[config.mk]
export PLATFORM = sky130hd
export DESIGN_NAME = beat_sequencer_flat
export DESIGN_NICKNAME = d
export VERILOG_FILES = /design/src/rtl/beat_sequencer_pkg.sv /design/src/rtl/beat_sequencer_if.sv /design/src/rtl/beat_sequencer_frame_edge_sync.sv /design/src/rtl/beat_sequencer.sv /design/src/flat_wrapper.sv
export SDC_FILE = /design/constraint.sdc
export NUM_CORES = 1
export LEC_CHECK = 0
export ABC_AREA = 1
export BUFFER_PORTS_ARGS = -buffer_cell sky130_fd_sc_hd__buf_2
export CAP_MARGIN = 20
export CORE_AREA = 2 2 69 71
export DETAILED_ROUTE_END_ITERATION = 6
export DIE_AREA = 0 0 71 73
export PLACE_DENSITY_LB_ADDON = 0.2
export SYNTH_ARGS = -nofsm -noshare
export SYNTH_HDL_FRONTEND = slang
export SYNTH_SLANG_ARGS = --single-unit
export TNS_END_PERCENT = 1
[constraint.sdc]
create_clock -name clk -period 2.3 [get_ports clk]
set_input_delay 0.46 -clock clk [delete_from_list [all_inputs] [get_ports clk]]
set_output_delay 0.46 -clock clk [all_outputs]
set_load 0.005 [all_outputs]
[src/rtl/beat_sequencer_pkg.sv]
// Shared definitions for the beat sequencer: FSM state encoding and parameter defaults.
package beat_sequencer_pkg;

    // Encoding is visible on the state port, so the values are fixed.
    typedef enum logic [2:0] {
        ST_IDLE      = 3'd0,
        ST_COUNTDOWN = 3'd1,
        ST_PLAYING   = 3'd2,
        ST_PAUSED    = 3'd3,
        ST_DONE      = 3'd4
    } state_e;

    localparam int DEF_FRAMES_PER_BEAT = 30;  // 60 frame ticks/s -> 120 BPM
    localparam int DEF_COUNTDOWN_BEATS = 3;
    localparam int DEF_SONG_BEATS      = 128;
    localparam int DEF_BEAT_W          = 8;

    // States in which frame ticks advance the musical counters.
    function automatic logic is_counting(input state_e s);
        return (s == ST_COUNTDOWN) || (s == ST_PLAYING);
    endfunction

endpackage

[src/rtl/beat_sequencer_if.sv]
// Control/status bundle between the game logic and the beat sequencer.
interface beat_sequencer_if
    import beat_sequencer_pkg::*;
#(
    parameter int FRAMES_PER_BEAT = DEF_FRAMES_PER_BEAT,
    parameter int BEAT_W          = DEF_BEAT_W
);
    localparam int FRAME_W = $clog2(FRAMES_PER_BEAT);

    // controls
    logic               start;
    logic               pause;
    logic               stop;
    // timebase / status
    logic               frame_tick;
    logic               beat_tick;
    logic [BEAT_W-1:0]  beat_idx;
    logic [FRAME_W-1:0] frame_in_beat;
    logic [1:0]         countdown;
    logic [2:0]         state;
    logic               playing;
    logic               song_done;

    modport master (
        output start, pause, stop,
        input  frame_tick, beat_tick, beat_idx, frame_in_beat,
               countdown, state, playing, song_done
    );

    modport slave (
        input  start, pause, stop,
        output frame_tick, beat_tick, beat_idx, frame_in_beat,
               countdown, state, playing, song_done
    );

endinterface

[src/rtl/beat_sequencer_frame_edge_sync.sv]
// Brings the slow toggling frame clock into the clk domain and emits one
// pulse per edge (rising and falling). Pulses are suppressed until the arm
// counter has run for 3 cycles after reset, so a chain that refills from
// reset with a high input does not fake an edge.
module frame_edge_sync
    import beat_sequencer_pkg::*;
(
    input  logic clk,
    input  logic reset,
    input  logic async_in,
    output logic edge_pulse
);

    logic       s1_q, s1_d;
    logic       s2_q, s2_d;
    logic       s3_q, s3_d;
    logic [1:0] arm_cnt_q, arm_cnt_d;
    logic       armed_q, armed_d;
    logic       edge_pulse_q, edge_pulse_d;

    // Sync chain shift, arm count and registered edge pulse.
    always_comb begin
        s1_d         = async_in;
        s2_d         = s1_q;
        s3_d         = s2_q;
        arm_cnt_d    = arm_cnt_q;
        if (!armed_q && arm_cnt_q != 2'd2)
            arm_cnt_d = arm_cnt_q + 2'd1;
        armed_d      = armed_q | (arm_cnt_q == 2'd2);
        edge_pulse_d = (s2_q ^ s3_q) & armed_q;
    end

    // State register.
    always_ff @(posedge clk) begin
        if (reset) begin
            s1_q         <= 1'b0;
            s2_q         <= 1'b0;
            s3_q         <= 1'b0;
            arm_cnt_q    <= 2'd0;
            armed_q      <= 1'b0;
            edge_pulse_q <= 1'b0;
        end else begin
            s1_q         <= s1_d;
            s2_q         <= s2_d;
            s3_q         <= s3_d;
            arm_cnt_q    <= arm_cnt_d;
            armed_q      <= armed_d;
            edge_pulse_q <= edge_pulse_d;
        end
    end

    assign edge_pulse = edge_pulse_q;

endmodule

[src/rtl/beat_sequencer.sv]
// Musical timebase: counts frame ticks into beats and sequences one song
// through count-in, play, pause and done. All counters are frozen while
// paused, and the frozen values stay visible on the outputs.
module beat_sequencer
    import beat_sequencer_pkg::*;
#(
    parameter int FRAMES_PER_BEAT = DEF_FRAMES_PER_BEAT,
    parameter int COUNTDOWN_BEATS = DEF_COUNTDOWN_BEATS,
    parameter int SONG_BEATS      = DEF_SONG_BEATS,
    parameter int BEAT_W          = DEF_BEAT_W
) (
    input  logic             clk,
    input  logic             reset,
    input  logic             frame_clk_in,
    beat_sequencer_if.slave  bus
);

    localparam int FRAME_W = $clog2(FRAMES_PER_BEAT);
    localparam logic [FRAME_W-1:0] FRAME_LAST = FRAME_W'(FRAMES_PER_BEAT - 1);
    localparam logic [BEAT_W-1:0]  BEAT_LAST  = BEAT_W'(SONG_BEATS - 1);
    localparam logic [1:0]         CD_INIT    = 2'(COUNTDOWN_BEATS);

    logic frame_tick;

    state_e             state_q, state_d;
    state_e             ret_q, ret_d;        // where PAUSED resumes to
    logic [FRAME_W-1:0] frame_q, frame_d;
    logic [BEAT_W-1:0]  beat_q, beat_d;
    logic [1:0]         cd_q, cd_d;
    logic               beat_tick_q, beat_tick_d;
    logic               start_ok_q, start_ok_d;  // start seen low since last accepted start
    logic               playing, song_done;

    frame_edge_sync u_sync (
        .clk        (clk),
        .reset      (reset),
        .async_in   (frame_clk_in),
        .edge_pulse (frame_tick)
    );

    // State register: FSM state plus the counters it owns.
    always_ff @(posedge clk) begin
        if (reset) begin
            state_q     <= ST_IDLE;
            ret_q       <= ST_IDLE;
            frame_q     <= '0;
            beat_q      <= '0;
            cd_q        <= 2'd0;
            beat_tick_q <= 1'b0;
            start_ok_q  <= 1'b0;
        end else begin
            state_q     <= state_d;
            ret_q       <= ret_d;
            frame_q     <= frame_d;
            beat_q      <= beat_d;
            cd_q        <= cd_d;
            beat_tick_q <= beat_tick_d;
            start_ok_q  <= start_ok_d;
        end
    end

    // Next state and counters; priority stop > pause > start > frame tick.
    // A tick arriving with a stop/pause/start is simply dropped.
    always_comb begin
        state_d     = state_q;
        ret_d       = ret_q;
        frame_d     = frame_q;
        beat_d      = beat_q;
        cd_d        = cd_q;
        beat_tick_d = 1'b0;
        // DONE only restarts on a fresh start, so a held start cannot loop songs.
        start_ok_d  = start_ok_q | ~bus.start;

        if (bus.stop) begin
            state_d = ST_IDLE;
            frame_d = '0;
            beat_d  = '0;
            cd_d    = 2'd0;
        end else if (bus.pause && is_counting(state_q)) begin
            ret_d   = state_q;
            state_d = ST_PAUSED;
        end else if ((bus.pause || bus.start) && state_q == ST_PAUSED) begin
            state_d = ret_q;
        end else if (bus.start &&
                     (state_q == ST_IDLE || (state_q == ST_DONE && start_ok_q))) begin
            state_d    = ST_COUNTDOWN;
            cd_d       = CD_INIT;
            frame_d    = '0;
            beat_d     = '0;
            start_ok_d = 1'b0;
        end else if (frame_tick && is_counting(state_q)) begin
            if (frame_q == FRAME_LAST) begin
                frame_d     = '0;
                beat_tick_d = 1'b1;
                if (state_q == ST_COUNTDOWN) begin
                    if (cd_q == 2'd1) begin
                        state_d = ST_PLAYING;
                        cd_d    = 2'd0;
                        beat_d  = '0;
                    end else begin
                        cd_d = cd_q - 2'd1;
                    end
                end else if (beat_q == BEAT_LAST) begin
                    state_d = ST_DONE;   // beat_idx holds on the last beat
                end else begin
                    beat_d = beat_q + 1'b1;
                end
            end else begin
                frame_d = frame_q + 1'b1;
            end
        end
    end

    // Outputs decoded from the registered state.
    always_comb begin
        playing   = (state_q == ST_PLAYING);
        song_done = (state_q == ST_DONE);
    end

    assign bus.frame_tick    = frame_tick;
    assign bus.beat_tick     = beat_tick_q;
    assign bus.beat_idx      = beat_q;
    assign bus.frame_in_beat = frame_q;
    assign bus.countdown     = cd_q;
    assign bus.state         = state_q;
    assign bus.playing       = playing;
    assign bus.song_done     = song_done;

endmodule
[src/flat_wrapper.sv]
// flat-port wrapper written by rule: the top's interface ports become plain ports
module beat_sequencer_flat import beat_sequencer_pkg::*;
#(
    parameter int FRAMES_PER_BEAT = DEF_FRAMES_PER_BEAT,
    parameter int COUNTDOWN_BEATS = DEF_COUNTDOWN_BEATS,
    parameter int SONG_BEATS      = DEF_SONG_BEATS,
    parameter int BEAT_W          = DEF_BEAT_W
)
  (clk, reset, frame_clk_in, bus_start, bus_pause, bus_stop, bus_frame_tick, bus_beat_tick, bus_beat_idx, bus_frame_in_beat, bus_countdown, bus_state, bus_playing, bus_song_done);
  beat_sequencer_if #(.FRAMES_PER_BEAT(FRAMES_PER_BEAT), .BEAT_W(BEAT_W)) bus_i ();
  input  logic clk;
  input  logic reset;
  input  logic frame_clk_in;
  input wire logic [$bits(bus_i.start)-1:0] bus_start;
  input wire logic [$bits(bus_i.pause)-1:0] bus_pause;
  input wire logic [$bits(bus_i.stop)-1:0] bus_stop;
  output wire logic [$bits(bus_i.frame_tick)-1:0] bus_frame_tick;
  output wire logic [$bits(bus_i.beat_tick)-1:0] bus_beat_tick;
  output wire logic [$bits(bus_i.beat_idx)-1:0] bus_beat_idx;
  output wire logic [$bits(bus_i.frame_in_beat)-1:0] bus_frame_in_beat;
  output wire logic [$bits(bus_i.countdown)-1:0] bus_countdown;
  output wire logic [$bits(bus_i.state)-1:0] bus_state;
  output wire logic [$bits(bus_i.playing)-1:0] bus_playing;
  output wire logic [$bits(bus_i.song_done)-1:0] bus_song_done;
  assign bus_i.start = bus_start;
  assign bus_i.pause = bus_pause;
  assign bus_i.stop = bus_stop;
  assign bus_frame_tick = bus_i.frame_tick;
  assign bus_beat_tick = bus_i.beat_tick;
  assign bus_beat_idx = bus_i.beat_idx;
  assign bus_frame_in_beat = bus_i.frame_in_beat;
  assign bus_countdown = bus_i.countdown;
  assign bus_state = bus_i.state;
  assign bus_playing = bus_i.playing;
  assign bus_song_done = bus_i.song_done;
  beat_sequencer #(.FRAMES_PER_BEAT(FRAMES_PER_BEAT), .COUNTDOWN_BEATS(COUNTDOWN_BEATS), .SONG_BEATS(SONG_BEATS), .BEAT_W(BEAT_W)) u_core (.clk(clk), .reset(reset), .frame_clk_in(frame_clk_in), .bus(bus_i));
endmodule
# == Yosys cells after proc, flatten, opt, wreduce, memory -nomap -nowiden ==
# Cells that the tools add are included.
# op_classes
n_addsub,4
eq_ne,13
n_mux,27
bitwise_logic,9
reduce_logical,29
# op_table
operator,n
8-bit 2-to-1 mux,6
3-bit 2-to-1 mux,7
5-bit 2-to-1 mux,3
2-bit 2-to-1 mux,6
4-bit nonzero test,3
"8-bit by 1-bit adder with 8-bit output, second input constant",1
"8-bit by 7-bit == test with 1-bit output, second input constant",1
4-bit AND reduction,2
"3-bit by 2-bit == test with 1-bit output, second input constant",2
1-bit logical AND,6
6-bit AND reduction,1
2-bit nonzero test,3
3-bit nonzero test,2
6-bit OR reduction,1
"5-bit by 1-bit adder with 5-bit output, second input constant",1
"5-bit == test, second input constant",1
1-bit 2-to-1 mux,5
"5-bit inequality test, second input constant",1
1-bit NOT,5
5-bit AND reduction,1
5-bit nonzero test,1
"4-bit inequality test, second input constant",1
"3-bit by 1-bit == test with 1-bit output, second input constant",1
"3-bit == test, second input constant",1
17 further kinds,20
# totals
register_bits,30

# == Longest topological paths before layout ==
# Gate-level depths: netlist of the first run.
# depth
depth_word,8
mapped_depth,11

# == By module ==
# A second synthesis of the first run with hierarchy kept.
# hier_totals
hier_cells,237
area_unflattened_um2,1636.6
# by_module_without_submodules
mod,n_inst,cells_per_inst,area_per_inst_um2
beat_sequencer,1,207,1392.6
frame_edge_sync,1,30,244.0

# == Least setup slack after synthesis of the first run ==
# No wires, ideal clock.
# synth_path
path_kind,reg2reg
startpoint,reg u_core.beat_q[0] (netlist: u_core.bus.beat_idx[0])
endpoint,reg u_core.beat_q[1] (netlist: u_core.bus.beat_idx[1])
t_arrival_ns,1.333
required_time_ns,2.172
setup_slack_ns,0.839
path_stages_with_launch,11
n_path_buf,0
path_cell_list,dfxtp_1 -> ha_1 -> nand2_1 -> inv_1 -> nand4_1 -> nor2_4 -> nor2_8 -> nand2_4 -> nand2_1 -> nand2_1 -> nor2_1
# synth_via
elab_chain_len,6
elab_cells_between_ends,9
cone_classes,add/sub: 1; eq/ne: 2; mux: 5; reduce/logical: 1
# synth_rtl
item,line_no,source
from (decl),beat_sequencer.sv:28,"logic [BEAT_W-1:0] beat_q, beat_d;"
from (signal assigned),beat_sequencer.sv:55,beat_q <= beat_d;
8-bit by 1-bit adder with 8-bit output,beat_sequencer.sv:106,beat_d = beat_q + 1'b1;
8-bit 2-to-1 mux,beat_sequencer.sv:103,end else if (beat_q == BEAT_LAST) begin
8-bit 2-to-1 mux,beat_sequencer.sv:95,if (state_q == ST_COUNTDOWN) begin
8-bit 2-to-1 mux,beat_sequencer.sv:92,if (frame_q == FRAME_LAST) begin
8-bit 2-to-1 mux,beat_sequencer.sv:91,end else if (frame_tick && is_counting(state_q)) begin
8-bit 2-to-1 mux,beat_sequencer.sv:84,end else if (bus.start &&
# Several ways; a longest one is shown, not always the timed one. The select of a mux whose other input is x is not followed.
# A chain may end at the register's enable or synchronous reset.

# == Final worst setup path of the first run ==
# layout_path
startpoint,reg u_core.state_q[1] (netlist: u_core.bus.state[1])
endpoint,reg u_core.frame_q[1] (netlist: u_core.bus.frame_in_beat[1])
# layout_via
elab_chain_len,6
elab_cells_between_ends,17
cone_classes,eq/ne: 4; mux: 1; bitwise: 2; reduce/logical: 10
# layout_rtl
item,line_no,source
from (decl),beat_sequencer.sv:25,"state_e state_q, state_d;"
from (signal assigned),beat_sequencer.sv:52,state_q <= state_d;
3-bit == test,beat_sequencer.sv:85,(state_q == ST_IDLE || (state_q == ST_DONE && start_ok_q))) begin
1-bit logical AND,beat_sequencer.sv:85,
1-bit logical OR,beat_sequencer.sv:85,
1-bit logical AND,beat_sequencer.sv:84,
2-bit nonzero test (no line),-,
3-bit AND reduction (no line),-,
to (signal assigned),beat_sequencer.sv:54,frame_q <= frame_d;
to (decl),beat_sequencer.sv:27,"logic [FRAME_W-1:0] frame_q, frame_d;"
# Several ways; a longest one is shown, not always the timed one.

==> metrics, run 1 <==
critical path arrival 1.87 ns; I/O Pins 28; hold_buf cts 0; path type of the worst min-delay path in2reg; Cell Pwr Density a little over 600 nW/µm²; largest net degree at the start of global routing 14; Total GRT Usage between 10% and 20%; Buf+Inv Stages, Crit Path 1; CTS root buf clkbuf_8; Port Buffers 27; Vias/cell 4.84; footprint of the multi-input gates just under 1000 µm²; Max-cap violations 0; total grt overflow 0; Post-Syn Area around 1700 µm²; Core Box Area approximately 4500 µm²; CTS tree yes; Seq. cell area 601 µm²; Final HPWL DP 2650 µm; H-tree levels 2; DRT Pass-1 Iters 4; Yosys cell types 33; most common cell after layout, fill and taps aside nand2_1; setup TNS 0 ns; critical path cell sequence nor2_1 -> nand2_2 -> nand2_4 -> a21oi_4 -> nand2_2 -> inv_1 -> nand2_1 -> o21ai_0 -> nor2_1; Worst setup SP type flop; area delta synth->final 15.0%; Via Count 1545; RSZ-0062 raised after global routing false; status completed; post-route ant nets 0; #FFs+latches synth 30; full die area slightly above 5000 µm²; share of power burned in registers between 40% and 50%; Synth Area per Inst 7.36 µm²; crit-path max FO 11; Total Wirelength ~3600 µm; Iter 0 DRT Violations between 50 and 60; Max Slew Vio Count 0; critical path's top delay family simple AND/OR/NAND/NOR gates; sequential area share after synthesis 34.7%; DRC Markers 0; initial antenna violation count 0; post_cts resized 0; synth warn 0; Peak VDD IR ~0.00033 V; routability-driven placement congestion ratio approximately 0.78; worst slew pin tran roughly 0.46 ns; slowest cell delay on critical path 0.48 ns; postcts setup bufs 0; Power Internal 864 µW; DIE WIDTH approximately 71 µm; CP Capture Type flop; Sw Ratio between 20 and 30%; Final Power about 1.2 mW; per-cell routed wire length between 10 and 15 µm; clock share of power a little over a third; Mapped Nets between 200 and 250; Lkg Pwr 0.896 nW; Post-synth top flop dfxtp_1; Cells after Synth between 200 and 250; ant diodes 0; clk sinks 30; Site Rows 25; Final Cycle Share about three quarters; Filler cells slightly below 500; EDFF count, synth 0; vias in the first global route approximately 1400; Final Hold Viols 0; setup violators final 0; global-route wire length before repair roughly 6000 µm; clk_lat worst skew ~0.28 ns; Die H 73 µm; Slowest cell on crit path dfxtp_1; clock buffer depth 2; Max Freq 583 MHz; CTS clk-pin slew, worst paths 0.07 ns; slew margin rel. 69.5%; Worst EP required 2.46 ns; sw power 367 µW; proportion of power drawn by combinational gates between 10% and 20%; CTS Buf Count 5; share of synthesized registers carrying an async set or reset 0%; commonest cells after routing, fill and taps aside nand2_1 (47), dfxtp_1 (30), inv_1 (29), nor2_1 (29), buf_2 (27); Final min period between 1.5 and 2 ns; final setup skew a little over 0.008 ns; kind of critical path reg2reg; share of layout cells above drive strength 1 between 20 and 25%; Initial Utilization a little under two fifths; layout net count between 200 and 300
flip-flops by register name, indices dropped and copies added, names as in the netlist, 2 cells and up:
register,count
u_core.bus.state,3
u_core.u_sync.arm_cnt_q,2
u_core.bus.frame_in_beat,5
u_core.bus.countdown,2
u_core.bus.beat_idx,8
u_core.ret_q,3
logic make-up after synthesis:
group                    share of synthesized area (%)
adder cells (fa/ha/maj)                           3.62
AO/OA/AOI/OAI                                     12.4
AND/OR/NAND/NOR                                   40.0
buffers and inverters                             8.75
flip-flops                                        34.7
XOR/XNOR                                         0.507
cells in the mapped netlist, types with 2 or more instances:
cell type	number	area share (%)
nand2_2	3	1.1
a211oi_1	4	1.7
nand3_1	23	6.7
ha_1	5	3.6
nand2_4	8	5.2
nand2_1	47	10
a21oi_2	2	1.0
inv_1	29	6.3
nor2_8	2	2.3
o21bai_1	2	0.87
clkbuf_1	2	0.43
dfxtp_1	30	35
nor2_2	4	1.4
a21oi_1	18	5.2
o21ai_0	6	1.7
nor2_1	29	6.3
nor2_4	2	1.3
nand3_2	4	2.3
final cells by class:
cell class	instances	area share, %
clock inverters	2	0.629
multi-input cells	170	49.2
clock buffers	6	4.15
inverters	30	5.66
well taps	54	3.40
repair buffers	27	6.80
flip-flops and latches	30	30.2
worst reg2reg max path, stage by stage (launching register included):
cell	delay [ns]
dfxtp_1	0.48
nor2_1	0.09
nand2_2	0.24
nand2_4	0.13
a21oi_4	0.19
nand2_2	0.15
inv_1	0.14
nand2_1	0.05
o21ai_0	0.07
nor2_1	0.05
final timing paths:
check	start	end	slack [ns]	cells past startpoint
worst max register to register	u_core.bus.state[1]	u_core.bus.frame_in_beat[1]	0.59	9
worst max-delay path	u_core.bus.state[1]	u_core.bus.frame_in_beat[1]	0.59	9
worst min-delay path	frame_clk_in	u_core.u_sync.s1_q	0.38	3
worst min register to register	u_core.u_sync.s1_q	u_core.u_sync.s2_q	0.41	2
power by group through the flow:
stage                     sequential (mW)  combinational, mW  clock [mW]
after global routing                0.575              0.241       0.480
after floorplan                     0.581              0.173           0
after global placement              0.584              0.213           0
after CTS                           0.572              0.216       0.460
after detailed placement            0.584              0.214           0
final                               0.572              0.211       0.448
through the flow:
stage / cells / setup slack (ns) / utilization (%) / hold slack, ns / instance area (µm²)
finish: 319 / 0.586 / 43.8 / 0.380 / 1990
floorplan: 235 / 0.839 / - / 0.388 / 1730
global placement: 311 / 0.631 / 41.7 / 0.404 / 1890
CTS: 319 / 0.557 / 43.8 / 0.374 / 1990
detailed placement: 311 / 0.584 / 41.7 / 0.402 / 1890
global route: 319 / 0.411 / 43.8 / 0.381 / 1990
layer usage:
| metal | vias up | GRT usage (%) | routed length (µm) |
|---|---|---|---|
| met2 | 24 | 25.8 | 1710 |
| met3 | 6 | 4.14 | 109 |
| met1 | 701 | 17.9 | 1720 |
| li1 | 814 | - | - |
| met5 | - | 0 | 0 |
| met4 | 0 | 5.66 | 51 |
No activity file was read; power rests on OpenSTA's default activity.
==> inputs of run 2 (changes only) <==
clock period = 1.53 ns   (was 2.3 ns; I/O delays follow)
==> metrics, run 2 (synthesis gave the netlist of run 1 again) <==
Die H 73 µm (unchanged); Reg-to-Reg Start u_core.bus.state[0]; design area 2330 µm² (+17%); Total Wirelength 4150 µm (+16%); Port Buffers 27 (unchanged); Max Slew Vio Count 0 (unchanged); initial antenna violation count 0 (unchanged); DRC Markers 0 (unchanged); layout net count 304 (+11%); Max-cap violations 0 (unchanged); Filler cells 438 (-9.1%); area delta synth->final 34.7%; final cell count without fillers 348 (+9.1%); largest net degree at the start of global routing 14 (unchanged); footprint of the multi-input gates 1090 µm² (+12%); Peak VDD IR 0.000829 V (+150%); FF-to-FF setup slack 0.07 ns (-0.52 ns); share of layout cells above drive strength 1 37.4% (+13 points); CTS clk-pin slew, worst paths 0.07 ns (about the same); RR Endpoint u_core.bus.state[2]; clk_lat worst skew 0.29 ns (about the same); CTS root buf clkbuf_8; Final Cycle Share between 90% and 100%; vias in the first global route 1494 (+6.6%); ant diodes 0 (unchanged); I/O Pins 28 (unchanged); commonest cells after routing, fill and taps aside nand2_1 (44), nor2_1 (28), buf_2 (27), inv_1 (26), buf_4 (26); clock buffer depth 2 (unchanged); Max Freq 684 MHz; CP Capture Type output port; Cell Pwr Density 840 nW/µm² (+36%); worst slew pin tran 0.464 ns (+0.00764 ns); Seq. cell area 614 µm² (+2.3%); Via Count 1672 (+8.2%); CTS tree yes; Worst Reg-to-Reg Cells 9 (unchanged); kind of critical path reg2out; total grt overflow 0 (unchanged); CTS Buf Count 5 (unchanged); critical path arrival 1.16 ns (-0.71 ns); per-cell routed wire length 11.9 µm (+5.9%); final worst slack 0.0671 ns (-0.519 ns); status completed; dpl cells 330 (+6.1%); setup violators final 0 (unchanged); Total GRT Usage 15.8% (+0.85 points); utilization after layout 51.3% (+7.5 points); Vias/cell 4.80 (-0.80%); Core Box Area 4540 µm² (unchanged); CP Capture Point bus_song_done; slew margin rel. 69.0% (-0.51 points); Final HPWL DP 2820 µm (+6.5%); crit-path max FO 6 (-5); max reg flops 8 (unchanged); path type of the worst min-delay path in2reg; hold_buf cts 0 (unchanged); worst setup path start u_core.bus.state[0]; DIE WIDTH 71 µm (unchanged); Final min period 1.46 ns; routability-driven placement congestion ratio 0.814 (+4.5%); post-route ant nets 0 (unchanged); clk sinks 30 (unchanged); Iter 0 DRT Violations 96 (+75%); most common cell after layout, fill and taps aside nand2_1; DRT Pass-1 Iters 4 (unchanged); global-route wire length before repair 6380 µm (+3.7%); H-tree levels 2 (unchanged); Post-DP Area 2040 µm² (+7.5%); Initial Utilization 38.1% (unchanged); final setup skew 0.0138 ns (+0.00553 ns); Worst EP required 1.22 ns (-1.24 ns); Final Hold Viols 0 (unchanged); RSZ-0062 raised after global routing true; Worst setup SP type flop; full die area 5180 µm² (unchanged); Site Rows 25 (unchanged); Lkg Pwr 1.03 nW (+15%); pre-CTS setup slack 0.0530 ns (-0.531 ns)
run 2: cell count changes in the layout (fill, tap and decap cells not counted), moves of 3 or more:
cell | previous run | this run
a21oi_1 | 18 | 15
a21oi_2 | 2 | 5
buf_4 | 0 | 26
dfxtp_1 | 30 | 25
dfxtp_4 | 0 | 3
inv_1 | 29 | 26
nand2_1 | 47 | 44
nor2_2 | 4 | 1
nor2_4 | 2 | 7
run 2: routing by layer:
metal | track usage, % | up-vias | wire length (µm)
met5 | 0 | - | 0
met4 | 6.92 | 0 | 69
met2 | 27.7 | 37 | 2070
li1 | - | 880 | -
met1 | 18.2 | 750 | 1840
met3 | 4.14 | 5 | 173
run 2: cell type report:
cell class	count	area share, %
clock inverter	2	0.537
timing repair inverter	1	0.322
clock buffer	6	3.55
tap	54	2.90
inverter	30	5.10
sequential	30	26.4
multi-input combinational	172	47.0
timing repair buffer	53	14.2
run 2: worst min path at each step:
stage	startpoint	to	slack [ns]	cells after the start
finish	frame_clk_in	u_core.u_sync.s1_q	0.22	3
global placement	u_core.u_sync.s1_q	u_core.u_sync.s2_q	0.39	2
detailed placement	u_core.u_sync.s1_q	u_core.u_sync.s2_q	0.41	2
CTS	frame_clk_in	u_core.u_sync.s1_q	0.22	3
global route	frame_clk_in	u_core.u_sync.s1_q	0.22	3
floorplan	u_core.u_sync.s1_q	u_core.u_sync.s2_q	0.39	2
run 2: report_power, final:
group	total [mW]	switching, mW	internal [mW]
Clock	0.670	0.309	0.361
Combinational	0.426	0.254	0.172
Sequential	0.861	0.0346	0.826
run 2: timing repair:
item	4_1_cts	5_1_grt
buffers inserted	0	7
endpoints found under the setup margin	0	18
resized for setup	0	32
run 2: worst max-delay path: stages (launching register included):
cell and delay (ns):
dfxtp_4 0.38, nor2_4 0.13, buf_4 0.13, inv_1 0.04, nor2_1 0.07, buf_2 0.11
run 2: per-stage QoR:
| stage | setup TNS [ns] | total power, mW | hold slack [ns] |
|---|---|---|---|
| 4_1_cts | 0 | 1.91 | 0.220 |
| 2_1_floorplan | 0 | 1.13 | 0.388 |
| 6_report | 0 | 1.96 | 0.224 |
| 3_3_place_gp | 0 | 1.22 | 0.391 |
| 5_1_grt | -0.0474 | 2.05 | 0.222 |
| 3_5_place_dp | 0 | 1.23 | 0.415 |
==> inputs of run 3 (changes only) <==
clock period = 1.5 ns   (was 1.53 ns; I/O delays follow)
==> metrics, run 3 (synthesis gave the netlist of run 1 again) <==
max reg flops 8 (unchanged); Lkg Pwr 1.06 nW (+2.5%); final worst slack 0.0682 ns (+0.00105 ns); pre-CTS setup slack 0.00605 ns (-0.0470 ns); Final HPWL DP 2840 µm (+0.74%); WHS Endpoint u_core.u_sync.s1_q; I/O Pins 28 (unchanged); worst slew pin tran 0.465 ns (+0.000905 ns); Die H 73 µm (unchanged); crit-path max FO 7 (+1); FF-to-FF setup slack 0.07 ns (about the same); CTS clk-pin slew, worst paths 0.08 ns (about the same); initial antenna violation count 0 (unchanged); Initial Utilization 38.1% (unchanged); design area 2320 µm² (-0.16%); global-route wire length before repair 6790 µm (+6.4%); Cell Pwr Density 992 nW/µm² (+18%); clk_lat worst skew 0.28 ns (about the same); vias in the first global route 1539 (+3.0%); H-tree levels 2 (unchanged); Core Box Area 4540 µm² (unchanged); share of power burned in registers 38.0% (-6.0 points); RSZ-0062 raised after global routing true; setup violators final 0 (unchanged); Total Wirelength 3940 µm (-5.0%); status completed; Post-DP Area 2080 µm² (+2.1%); per-cell routed wire length 11.4 µm (-4.5%); largest net degree at the start of global routing 14 (unchanged); Reg-to-Reg Start u_core.bus.state[1]; critical path arrival 1.58 ns (+0.42 ns); Iter 0 DRT Violations 73 (-24%); Sw Ratio 25.6% (-4.9 points); Final Hold Viols 0 (unchanged); CP Capture Type flop; Worst Reg-to-Reg Cells 10 (+1); Hold WS 0.228 ns (+0.00423 ns); Final Cycle Share between 90% and 100%; post-route ant nets 0 (unchanged); Port Buffers 27 (unchanged); hold path cells 3 (unchanged); Worst setup SP type flop; kind of critical path reg2reg; RR Endpoint u_core.bus.beat_idx[6]; start point of the worst hold path frame_clk_in; DRC Markers 0 (unchanged); final setup skew 0.0123 ns (-0.00151 ns); Max Slew Vio Count 0 (unchanged); Site Rows 25 (unchanged); area delta synth->final 34.4%; ant diodes 0 (unchanged); Peak VDD IR 0.000525 V (-37%); Final min period roughly 1.4 ns; total grt overflow 0 (unchanged); DRT Pass-1 Iters 4 (unchanged); commonest cells after routing, fill and taps aside nand2_1 (45), nor2_1 (28), inv_1 (27), buf_2 (27); clock buffer depth 2 (unchanged); Max Freq ~700 MHz; Vias/cell 4.75 (-1.2%); proportion of power drawn by combinational gates 17.5% (-4.3 points); CTS Buf Count 5 (unchanged); most common cell after layout, fill and taps aside nand2_1; Power Internal 1.72 mW (+26%); routability-driven placement congestion ratio 0.798 (-1.9%); CTS root buf clkbuf_8; Worst EP required 1.65 ns (+0.43 ns); slew margin rel. 69.0% (about the same); layout net count 302 (-0.66%); Filler cells 433 (-1.1%); DIE WIDTH 71 µm (unchanged); clk sinks 30 (unchanged); CTS tree yes; share of layout cells above drive strength 1 35.3% (-2.1 points); setup TNS 0 ns (unchanged); Total GRT Usage 16.4% (+0.59 points); full die area 5180 µm² (unchanged); sw power 591 µW (-1.1%); Max-cap violations 0 (unchanged); clock share of power 44.5% (+10 points); path type of the worst min-delay path in2reg; Via Count 1643 (-1.7%)
==> run 3: cell count changes in the layout (fill, tap and decap cells not counted), sizes merged <==
cell | previous run | this run
bufinv | 0 | 2
nand3 | 29 | 28
clkinvlp | 3 | 0
clkinv | 1 | 0
inv | 29 | 30
==> run 3: worst max-delay path: stages (launching register included) <==
cell and delay, ns:
dfxtp_4 0.37, nor2_2 0.12, nand2_2 0.08, nand2_4 0.11, nand2_4 0.08, nand2_8 0.09
nand2_8 0.07, nor2_8 0.14, nand2_4 0.10, nand2_1 0.07, a21oi_1 0.05
==> run 3: area by class of cell <==
cell class | instances | area (µm²) | area share [%]
multi-input combinational | 171 | 1050 | 45.2
sequential | 30 | 609 | 26.2
timing repair buffer | 53 | 343 | 14.7
inverter | 30 | 113 | 4.84
clock buffer | 6 | 82.6 | 3.55
tap | 54 | 67.6 | 2.91
clock inverter | 2 | 60.1 | 2.58
==> run 3: worst max path at each step <==
| stage | from | to | slack [ns] | cells after the start |
|---|---|---|---|---|
| 6_report | u_core.bus.state[1] | u_core.bus.beat_idx[6] | 0.07 | 10 |
| 5_1_grt | u_core.bus.state[1] | u_core.bus.beat_idx[4] | -0.05 | 10 |
| 4_1_cts | u_core.bus.state[1] | u_core.bus.countdown[1] | 0.007 | 8 |
| 3_5_place_dp | bus_start | u_core.bus.countdown[0] | 0.006 | 9 |
| 3_3_place_gp | bus_start | u_core.bus.beat_idx[6] | 0.02 | 9 |
| 2_1_floorplan | u_core.bus.beat_idx[0] | u_core.bus.beat_idx[1] | 0.04 | 10 |
==> run 3: per-stage QoR <==
step                      util, %  cells  total power [mW]
after floorplan                 -    235              1.16
after global placement       45.8    334              1.26
after detailed placement     45.8    334              1.26
after CTS                    49.2    343              2.30
after global routing         51.3    346              2.42
final                        51.3    346              2.31
==> run 3: routing by layer <==
layer | wire length [µm] | track usage [%] | up-vias
met5 | 0 | 0 | -
met4 | 41 | 4.61 | 0
met3 | 150 | 4.28 | 5
met2 | 1910 | 28.1 | 26
met1 | 1840 | 20.5 | 738
li1 | - | - | 874
==> run 3: what timing repair did <==
action | CTS | global route
resized for setup | 0 | 21
cloned | 1 | 0
endpoints found under the setup margin | 7 | 18
hold buffers | 0 | 0
buffers inserted | 0 | 3
pin swaps | 1 | 11
==> run 3: power by group through the flow <==
stage | clock network [mW] | logic (mW) | registers (mW)
2_1_floorplan | 0 | 0.265 | 0.891
3_3_place_gp | 0 | 0.368 | 0.892
3_5_place_dp | 0 | 0.371 | 0.893
4_1_cts | 1.04 | 0.382 | 0.874
5_1_grt | 1.08 | 0.451 | 0.885
6_report | 1.03 | 0.404 | 0.876
